<file path="config.mk">
export PLATFORM = sky130hd
export DESIGN_NAME = i2c_reg_arb
export DESIGN_NICKNAME = d
export VERILOG_FILES = /design/src/rtl/i2c_reg_arb.sv
export SDC_FILE = /design/constraint.sdc
export NUM_CORES = 1
export LEC_CHECK = 0
export CORE_ASPECT_RATIO = 1.5
export CORE_UTILIZATION = 51
export CTS_CLUSTER_SIZE = 10
export DETAILED_ROUTE_END_ITERATION = 7
export GPL_TIMING_DRIVEN = 0
export PLACE_DENSITY = 0.89
export SLEW_MARGIN = 10
export SYNTH_ARGS = -nofsm -noshare
export SYNTH_HDL_FRONTEND = slang
export SYNTH_SLANG_ARGS = --single-unit
</file>
<file path="constraint.sdc">
create_clock -name clock -period 3.62 [get_ports clock]
set_clock_uncertainty 0.05 [all_clocks]
set_input_delay 0.724 -clock clock [delete_from_list [all_inputs] [get_ports clock]]
set_output_delay 0.724 -clock clock [all_outputs]
set_load 0.05 [all_outputs]
</file>
<file path="src/rtl/i2c_reg_arb.sv">
// I2C register-transaction controller and single-port RAM arbiter.
// I2C byte events drive a register pointer with auto-increment. Accepted
// I2C accesses sit in a one-entry slot and always win the RAM over the host.
module i2c_reg_arb #(
  parameter int unsigned   AW      = 8,
  parameter logic [AW-1:0] RST_PTR = '0
) (
  input  logic          clock,
  input  logic          reset_n,
  input  logic          i2c_addr_ok,
  input  logic          i2c_rw,
  input  logic          i2c_wr_byte,
  input  logic [7:0]    i2c_wdata,
  input  logic          i2c_rd_req,
  input  logic          i2c_stop,
  output logic [7:0]    i2c_rdata,
  output logic          i2c_rd_valid,
  output logic          i2c_ovr,
  input  logic          host_req,
  input  logic          host_we,
  input  logic [AW-1:0] host_addr,
  input  logic [7:0]    host_wdata,
  output logic          host_ack,
  output logic [7:0]    host_rdata,
  output logic          ram_en,
  output logic          ram_we,
  output logic [AW-1:0] ram_addr,
  output logic [7:0]    ram_wdata,
  input  logic [7:0]    ram_rdata,
  output logic          busy,
  output logic [AW-1:0] ptr
);

  typedef enum logic [1:0] {IDLE, WPTR, WDATA, RDATA} state_e;

  state_e        state_q, state_d;
  logic [AW-1:0] ptr_q, ptr_d;
  logic          pend_q, pend_d, pend_we_q, pend_we_d;
  logic [AW-1:0] pend_addr_q, pend_addr_d;
  logic [7:0]    pend_wdata_q, pend_wdata_d;
  logic          ovr_q, ovr_d;
  logic          host_busy_q, host_busy_d;
  logic          ram_en_q, ram_en_d, ram_we_q, ram_we_d;
  logic [AW-1:0] ram_addr_q, ram_addr_d;
  logic [7:0]    ram_wdata_q, ram_wdata_d;
  logic          ird1_q, ird1_d, ird2_q, ird2_d;
  logic          rd_valid_q, rd_valid_d;
  logic [7:0]    rdata_q, rdata_d;
  logic          hs1_q, hs1_d, hs1_we_q, hs1_we_d;
  logic          hs2_q, hs2_d, hs2_we_q, hs2_we_d;
  logic          ack_q, ack_d;
  logic [7:0]    hrdata_q, hrdata_d;
  logic          i2c_new, grant_host;

  // Transaction sequencing, arbitration and read-return pipelines
  always_comb begin
    state_d      = state_q;
    ptr_d        = ptr_q;
    pend_d       = 1'b0;
    pend_we_d    = pend_we_q;
    pend_addr_d  = pend_addr_q;
    pend_wdata_d = pend_wdata_q;
    ovr_d        = 1'b0;
    i2c_new      = 1'b0;

    // A full slot is always granted this edge, so it frees after one cycle.
    case (state_q)
      WPTR: if (i2c_wr_byte) begin
        ptr_d   = i2c_wdata[AW-1:0];
        state_d = WDATA;
      end
      WDATA: if (i2c_wr_byte) begin
        if (pend_q) ovr_d = 1'b1;
        else begin
          i2c_new      = 1'b1;
          pend_we_d    = 1'b1;
          pend_addr_d  = ptr_q;
          pend_wdata_d = i2c_wdata;
          ptr_d        = ptr_q + 1'b1;
        end
      end
      RDATA: if (i2c_rd_req) begin
        if (pend_q) ovr_d = 1'b1;
        else begin
          i2c_new     = 1'b1;
          pend_we_d   = 1'b0;
          pend_addr_d = ptr_q;
          ptr_d       = ptr_q + 1'b1;
        end
      end
      default: ;
    endcase
    if (i2c_new) pend_d = 1'b1;

    if (i2c_stop)    state_d = IDLE;
    if (i2c_addr_ok) state_d = i2c_rw ? RDATA : WPTR;

    // An I2C access being latched this edge also blocks the host, so the
    // I2C strobe always comes first.
    grant_host  = host_req & ~host_busy_q & ~pend_q & ~i2c_new;
    ram_en_d    = pend_q | grant_host;
    ram_we_d    = 1'b0;
    ram_addr_d  = ram_addr_q;
    ram_wdata_d = ram_wdata_q;
    if (pend_q) begin
      ram_we_d    = pend_we_q;
      ram_addr_d  = pend_addr_q;
      ram_wdata_d = pend_wdata_q;
    end else if (grant_host) begin
      ram_we_d    = host_we;
      ram_addr_d  = host_addr;
      ram_wdata_d = host_wdata;
    end

    ird1_d     = pend_q & ~pend_we_q;
    ird2_d     = ird1_q;
    rd_valid_d = ird2_q;
    rdata_d    = ird2_q ? ram_rdata : rdata_q;

    hs1_d    = grant_host;
    hs1_we_d = host_we;
    hs2_d    = hs1_q;
    hs2_we_d = hs1_we_q;
    ack_d    = hs2_q;
    hrdata_d = (hs2_q & ~hs2_we_q) ? ram_rdata : hrdata_q;

    host_busy_d = host_busy_q;
    if (grant_host)  host_busy_d = 1'b1;
    else if (hs2_q)  host_busy_d = 1'b0;
  end

  // State register with asynchronous active-low reset
  always_ff @(posedge clock or negedge reset_n) begin
    if (!reset_n) begin
      state_q      <= IDLE;
      ptr_q        <= RST_PTR;
      pend_q       <= 1'b0;
      pend_we_q    <= 1'b0;
      pend_addr_q  <= '0;
      pend_wdata_q <= '0;
      ovr_q        <= 1'b0;
      host_busy_q  <= 1'b0;
      ram_en_q     <= 1'b0;
      ram_we_q     <= 1'b0;
      ram_addr_q   <= '0;
      ram_wdata_q  <= '0;
      ird1_q       <= 1'b0;
      ird2_q       <= 1'b0;
      rd_valid_q   <= 1'b0;
      rdata_q      <= '0;
      hs1_q        <= 1'b0;
      hs1_we_q     <= 1'b0;
      hs2_q        <= 1'b0;
      hs2_we_q     <= 1'b0;
      ack_q        <= 1'b0;
      hrdata_q     <= '0;
    end else begin
      state_q      <= state_d;
      ptr_q        <= ptr_d;
      pend_q       <= pend_d;
      pend_we_q    <= pend_we_d;
      pend_addr_q  <= pend_addr_d;
      pend_wdata_q <= pend_wdata_d;
      ovr_q        <= ovr_d;
      host_busy_q  <= host_busy_d;
      ram_en_q     <= ram_en_d;
      ram_we_q     <= ram_we_d;
      ram_addr_q   <= ram_addr_d;
      ram_wdata_q  <= ram_wdata_d;
      ird1_q       <= ird1_d;
      ird2_q       <= ird2_d;
      rd_valid_q   <= rd_valid_d;
      rdata_q      <= rdata_d;
      hs1_q        <= hs1_d;
      hs1_we_q     <= hs1_we_d;
      hs2_q        <= hs2_d;
      hs2_we_q     <= hs2_we_d;
      ack_q        <= ack_d;
      hrdata_q     <= hrdata_d;
    end
  end

  assign i2c_rdata    = rdata_q;
  assign i2c_rd_valid = rd_valid_q;
  assign i2c_ovr      = ovr_q;
  assign host_ack     = ack_q;
  assign host_rdata   = hrdata_q;
  assign ram_en       = ram_en_q;
  assign ram_we       = ram_we_q;
  assign ram_addr     = ram_addr_q;
  assign ram_wdata    = ram_wdata_q;
  assign busy         = (state_q != IDLE);
  assign ptr          = ptr_q;

endmodule
</file>
==> Flow_metrics.wiki <==
{| class="wikitable"
! Metric !! Value
|-
| Run status || complete, no violations
|-
| Final estimated routing congestion in global placement || 0.8755
|-
| Sort of element at the end of the critical path || output port
|-
| Layer with the highest usage after global routing || met2
|-
| DRC errors left || 0
|-
| Clock tree from TritonCTS || done
|-
| Worst Setup Slack, final || 327.2 ps
|-
| Most frequently used flop master after synthesis || sky130_fd_sc_hd__dfrtp_1
|-
| Depth of the worst register-to-register path || 7
|-
| Via count of the first global-routing pass || 2457
|-
| Die area || 0.006361 mm^2
|-
| Count of endpoints failing setup in the final report || 0
|-
| Clock latency on the worst-skew pair || ~340 ps
|-
| CP Max Fanout || 10
|-
| Startpoint class of the critical path || flip-flop
|-
| Post-route total power || 3733 uW
|-
| Fraction of final layout cells with drive strength greater than 1 || between 10% and 20%
|-
| Sequential area share after synthesis || 58.49%
|-
| Effective utilization at floorplan || 52.86%
|-
| Leftover overflow at the end of global routing || 0
|-
| Endpoint of the worst register-to-register path || ram_wdata[5]$_DFFE_PN0P_
|-
| Yosys top cell by area || sky130_fd_sc_hd__dfrtp_1
|-
| Ant. Diodes || 0
|-
| Syn nets || 301
|-
| Growth of design area from synthesis to finish || 37.00%
|-
| Number of antenna violations at the first check in global routing || 0
|-
| Slew @ Worst Pin || 757.5 ps
|-
| Postcts setup bufs || 0
|-
| Number of distinct library cells after synthesis || 42
|-
| I/O pin total || 87
|-
| Leakage power total || 0.001822 uW
|-
| Initial DRC count || 108
|-
| Number of routed nets with antenna violations || 0
|-
| Fraction of post-synthesis cell area in the top cell type by area || 58.49%
|-
| DR vias || 2338
|-
| Met2 global-route usage || 44.09%
|-
| Minimum clock period after layout || 3293 ps
|-
| Met1 layer usage reported by global route || 28.77%
|-
| RSZ-0062 raised after global routing || no
|-
| Power per cell area || 884.5 mW/mm^2
|-
| R2R Setup Slk || about 1600 ps
|-
| Depth of the CTS H-tree || 3
|-
| Post-cts resize count || 0
|-
| Nets@finish || 399
|-
| Die Y-Extent || 97.19 um
|-
| Final cell utilization of the core || around 72%
|-
| Share of flip-flops with an asynchronous set or reset || 100.0%
|-
| Final Routed Wirelength || between 7 and 8 mm
|-
| Number of iterations in the first detailed-routing pass || 5
|-
| Pre-CTS setup slack || 676.7 ps
|-
| Yosys warning total || 0
|-
| Via density per instance || 5.400
|-
| Overall routing resource usage || 25.00%
|-
| CTS clk-pin slew, worst paths || 70 ps
|-
| Synthesized area divided by synthesized cell count || ~12 um^2
|-
| Clock sink count || 72
|-
| Count of endpoints failing hold in the final timing report || 0
|-
| Post-synth EDFFs || 0
|-
| Required arrival time at the worst endpoint || 2850 ps
|-
| Fmax || 0.3037 GHz
|-
| Cells after Synth || around 260
|-
| Setup Crit Path Kind || flip-flop to output port
|-
| Count of maximum capacitance violations || 0
|-
| Maximum number of pins on one net before global-route repair || 61
|-
| Die X-Extent || approximately 65 um
|-
| Port Buf Inserts || 86
|-
| Part of the cycle the worst path needs || 90.96%
|-
| Number of buffers created by CTS || 9
|-
| Post-Syn Area || 0.003080 mm^2
|-
| Worst relative slew slack || 49.11%
|-
| Flip-flop and latch count after synthesis || 72
|-
| Origin of the critical flop-to-flop path || state_q[0]$_DFFE_PN0P_
|-
| Worst Setup SP || state_q[1]$_DFFE_PN0P_
|-
| Synth cell count leaders || 72 x sky130_fd_sc_hd__dfrtp_1, 35 x sky130_fd_sc_hd__a21oi_1, 32 x sky130_fd_sc_hd__mux2_2
|-
| Placeable core region || around 0.0058 mm^2
|-
| Worst-case clock buffer depth || 2
|-
| Largest voltage drop on the vdd net || roughly 0.43 mV
|-
| Global-route track usage on met3 || 5.869%
|-
| Arrival time of data at the critical path endpoint || approximately 2500 ps
|-
| Root Driver || sky130_fd_sc_hd__clkbuf_8
|-
| Post-DP HPWL || between 5 and 6 mm
|-
| Final routed wire length divided by cell count || around 16 um
|-
| Number of rows in the core area || 34
|-
| Hold Slack || approximately 180 ps
|-
| Largest cells by area after synthesis || sky130_fd_sc_hd__dfrtp_1 58%, sky130_fd_sc_hd__mux2_2 12%, sky130_fd_sc_hd__a21oi_1 5.7%
|-
| Hold crit path type || input pin to asynchronous set/reset pin
|-
| Most frequently used cell type in the post-synthesis netlist || sky130_fd_sc_hd__dfrtp_1
|-
| CTS Hold Buffers Added || 0
|-
| Max Transition Viols Final || 0
|-
| Global-route wire length before repair || 11.87 mm
|}
==> final cells by class <==
cell class                      count  area, um^2
Clock buffer                       12       145.1
Fill cell                         408        1608
Clock inverter                      3       18.77
Inverter                            3       11.26
Buffer                             17       97.59
Tap cell                           72       90.09
Multi-Input combinational cell    167        1170
Sequential cell                    72        1802
Timing Repair Buffer               87       885.9
==> critical path: stages (launching register included) <==
cell and delay, ps:
sky130_fd_sc_hd__dfrtp_1 410, sky130_fd_sc_hd__clkbuf_1 390, sky130_fd_sc_hd__clkbuf_1 400, sky130_fd_sc_hd__or2_2 180
sky130_fd_sc_hd__clkdlybuf4s50_1 790
==> cells in the final DEF, fill, tap and decap left out, types with 2 or more instances in the layout <==
cell	instances
sky130_fd_sc_hd__clkdlybuf4s50_1	85
sky130_fd_sc_hd__dfrtp_1	72
sky130_fd_sc_hd__a21oi_1	35
sky130_fd_sc_hd__mux2_2	32
sky130_fd_sc_hd__nand2_1	27
sky130_fd_sc_hd__nor2b_1	19
sky130_fd_sc_hd__clkbuf_1	11
sky130_fd_sc_hd__clkbuf_8	10
sky130_fd_sc_hd__o21ai_0	6
sky130_fd_sc_hd__nand3_1	5
sky130_fd_sc_hd__nand2b_1	4
sky130_fd_sc_hd__nor2_1	4
sky130_fd_sc_hd__buf_4	3
sky130_fd_sc_hd__buf_6	3
sky130_fd_sc_hd__buf_2	3
sky130_fd_sc_hd__mux2i_1	3
sky130_fd_sc_hd__inv_1	3
sky130_fd_sc_hd__nand3b_1	3
sky130_fd_sc_hd__nand4b_1	2
sky130_fd_sc_hd__and4_1	2
sky130_fd_sc_hd__nor3b_1	2
sky130_fd_sc_hd__clkinv_2	2
==> where the power goes <==
| part | switching, uW | internal, uW | leakage [uW] | total, uW |
|---|---|---|---|---|
| registers | 223 | 1120 | 0.000864 | 1340 |
| logic | 1160 | 690 | 0.000871 | 1850 |
| clock network | 273 | 263 | 0.0000862 | 536 |
| total | 1660 | 2070 | 0.00182 | 3730 |
==> worst max-delay path by stage <==
| stage | endpoint | cells past startpoint |
|---|---|---|
| global placement | pend_wdata_q[1]$_DFFE_PN0P_ | 1 |
| detailed placement | busy | 4 |
| global route | busy | 4 |
| finish | busy | 4 |
| floorplan | ram_addr[1]$_DFFE_PN0P_ | 7 |
| CTS | busy | 4 |
==> layer usage <==
layer | vias up | routed length, um
met5 | - | 0
met2 | 95 | 3881
met1 | 1129 | 2666
met4 | 0 | 131
li1 | 1105 | -
met3 | 9 | 376
==> metrics by stage <==
stage	TNS [ps]	std cells	cell area (um^2)
finish	0	433	4220
global route	0	433	4220
CTS	0	433	4220
detailed placement	0	418	4056
global placement	-39840	417	4031
floorplan	0	259	3080
==> state kept, by name, indices dropped and copies added, names as in the netlist, 2 cells and up <==
signal	count
ptr	8
ram_wdata	8
state_q	2
pend_addr_q	8
ram_addr	8
pend_wdata_q	8
i2c_rdata	8
host_rdata	8
==> cell families (layout without fill, tap and decap cells) <==
| family | after synthesis | in the layout | share of synthesized area, % |
|---|---|---|---|
| fa+ha+maj | 1 | 1 | 0.4061 |
| compound gates | 51 | 51 | 9.465 |
| mux | 35 | 35 | 12.67 |
| simple gates | 80 | 80 | 15.43 |
| flops | 72 | 72 | 58.49 |
| buf+inv | 20 | 122 | 3.533 |
(Power assumes the default switching activity.)
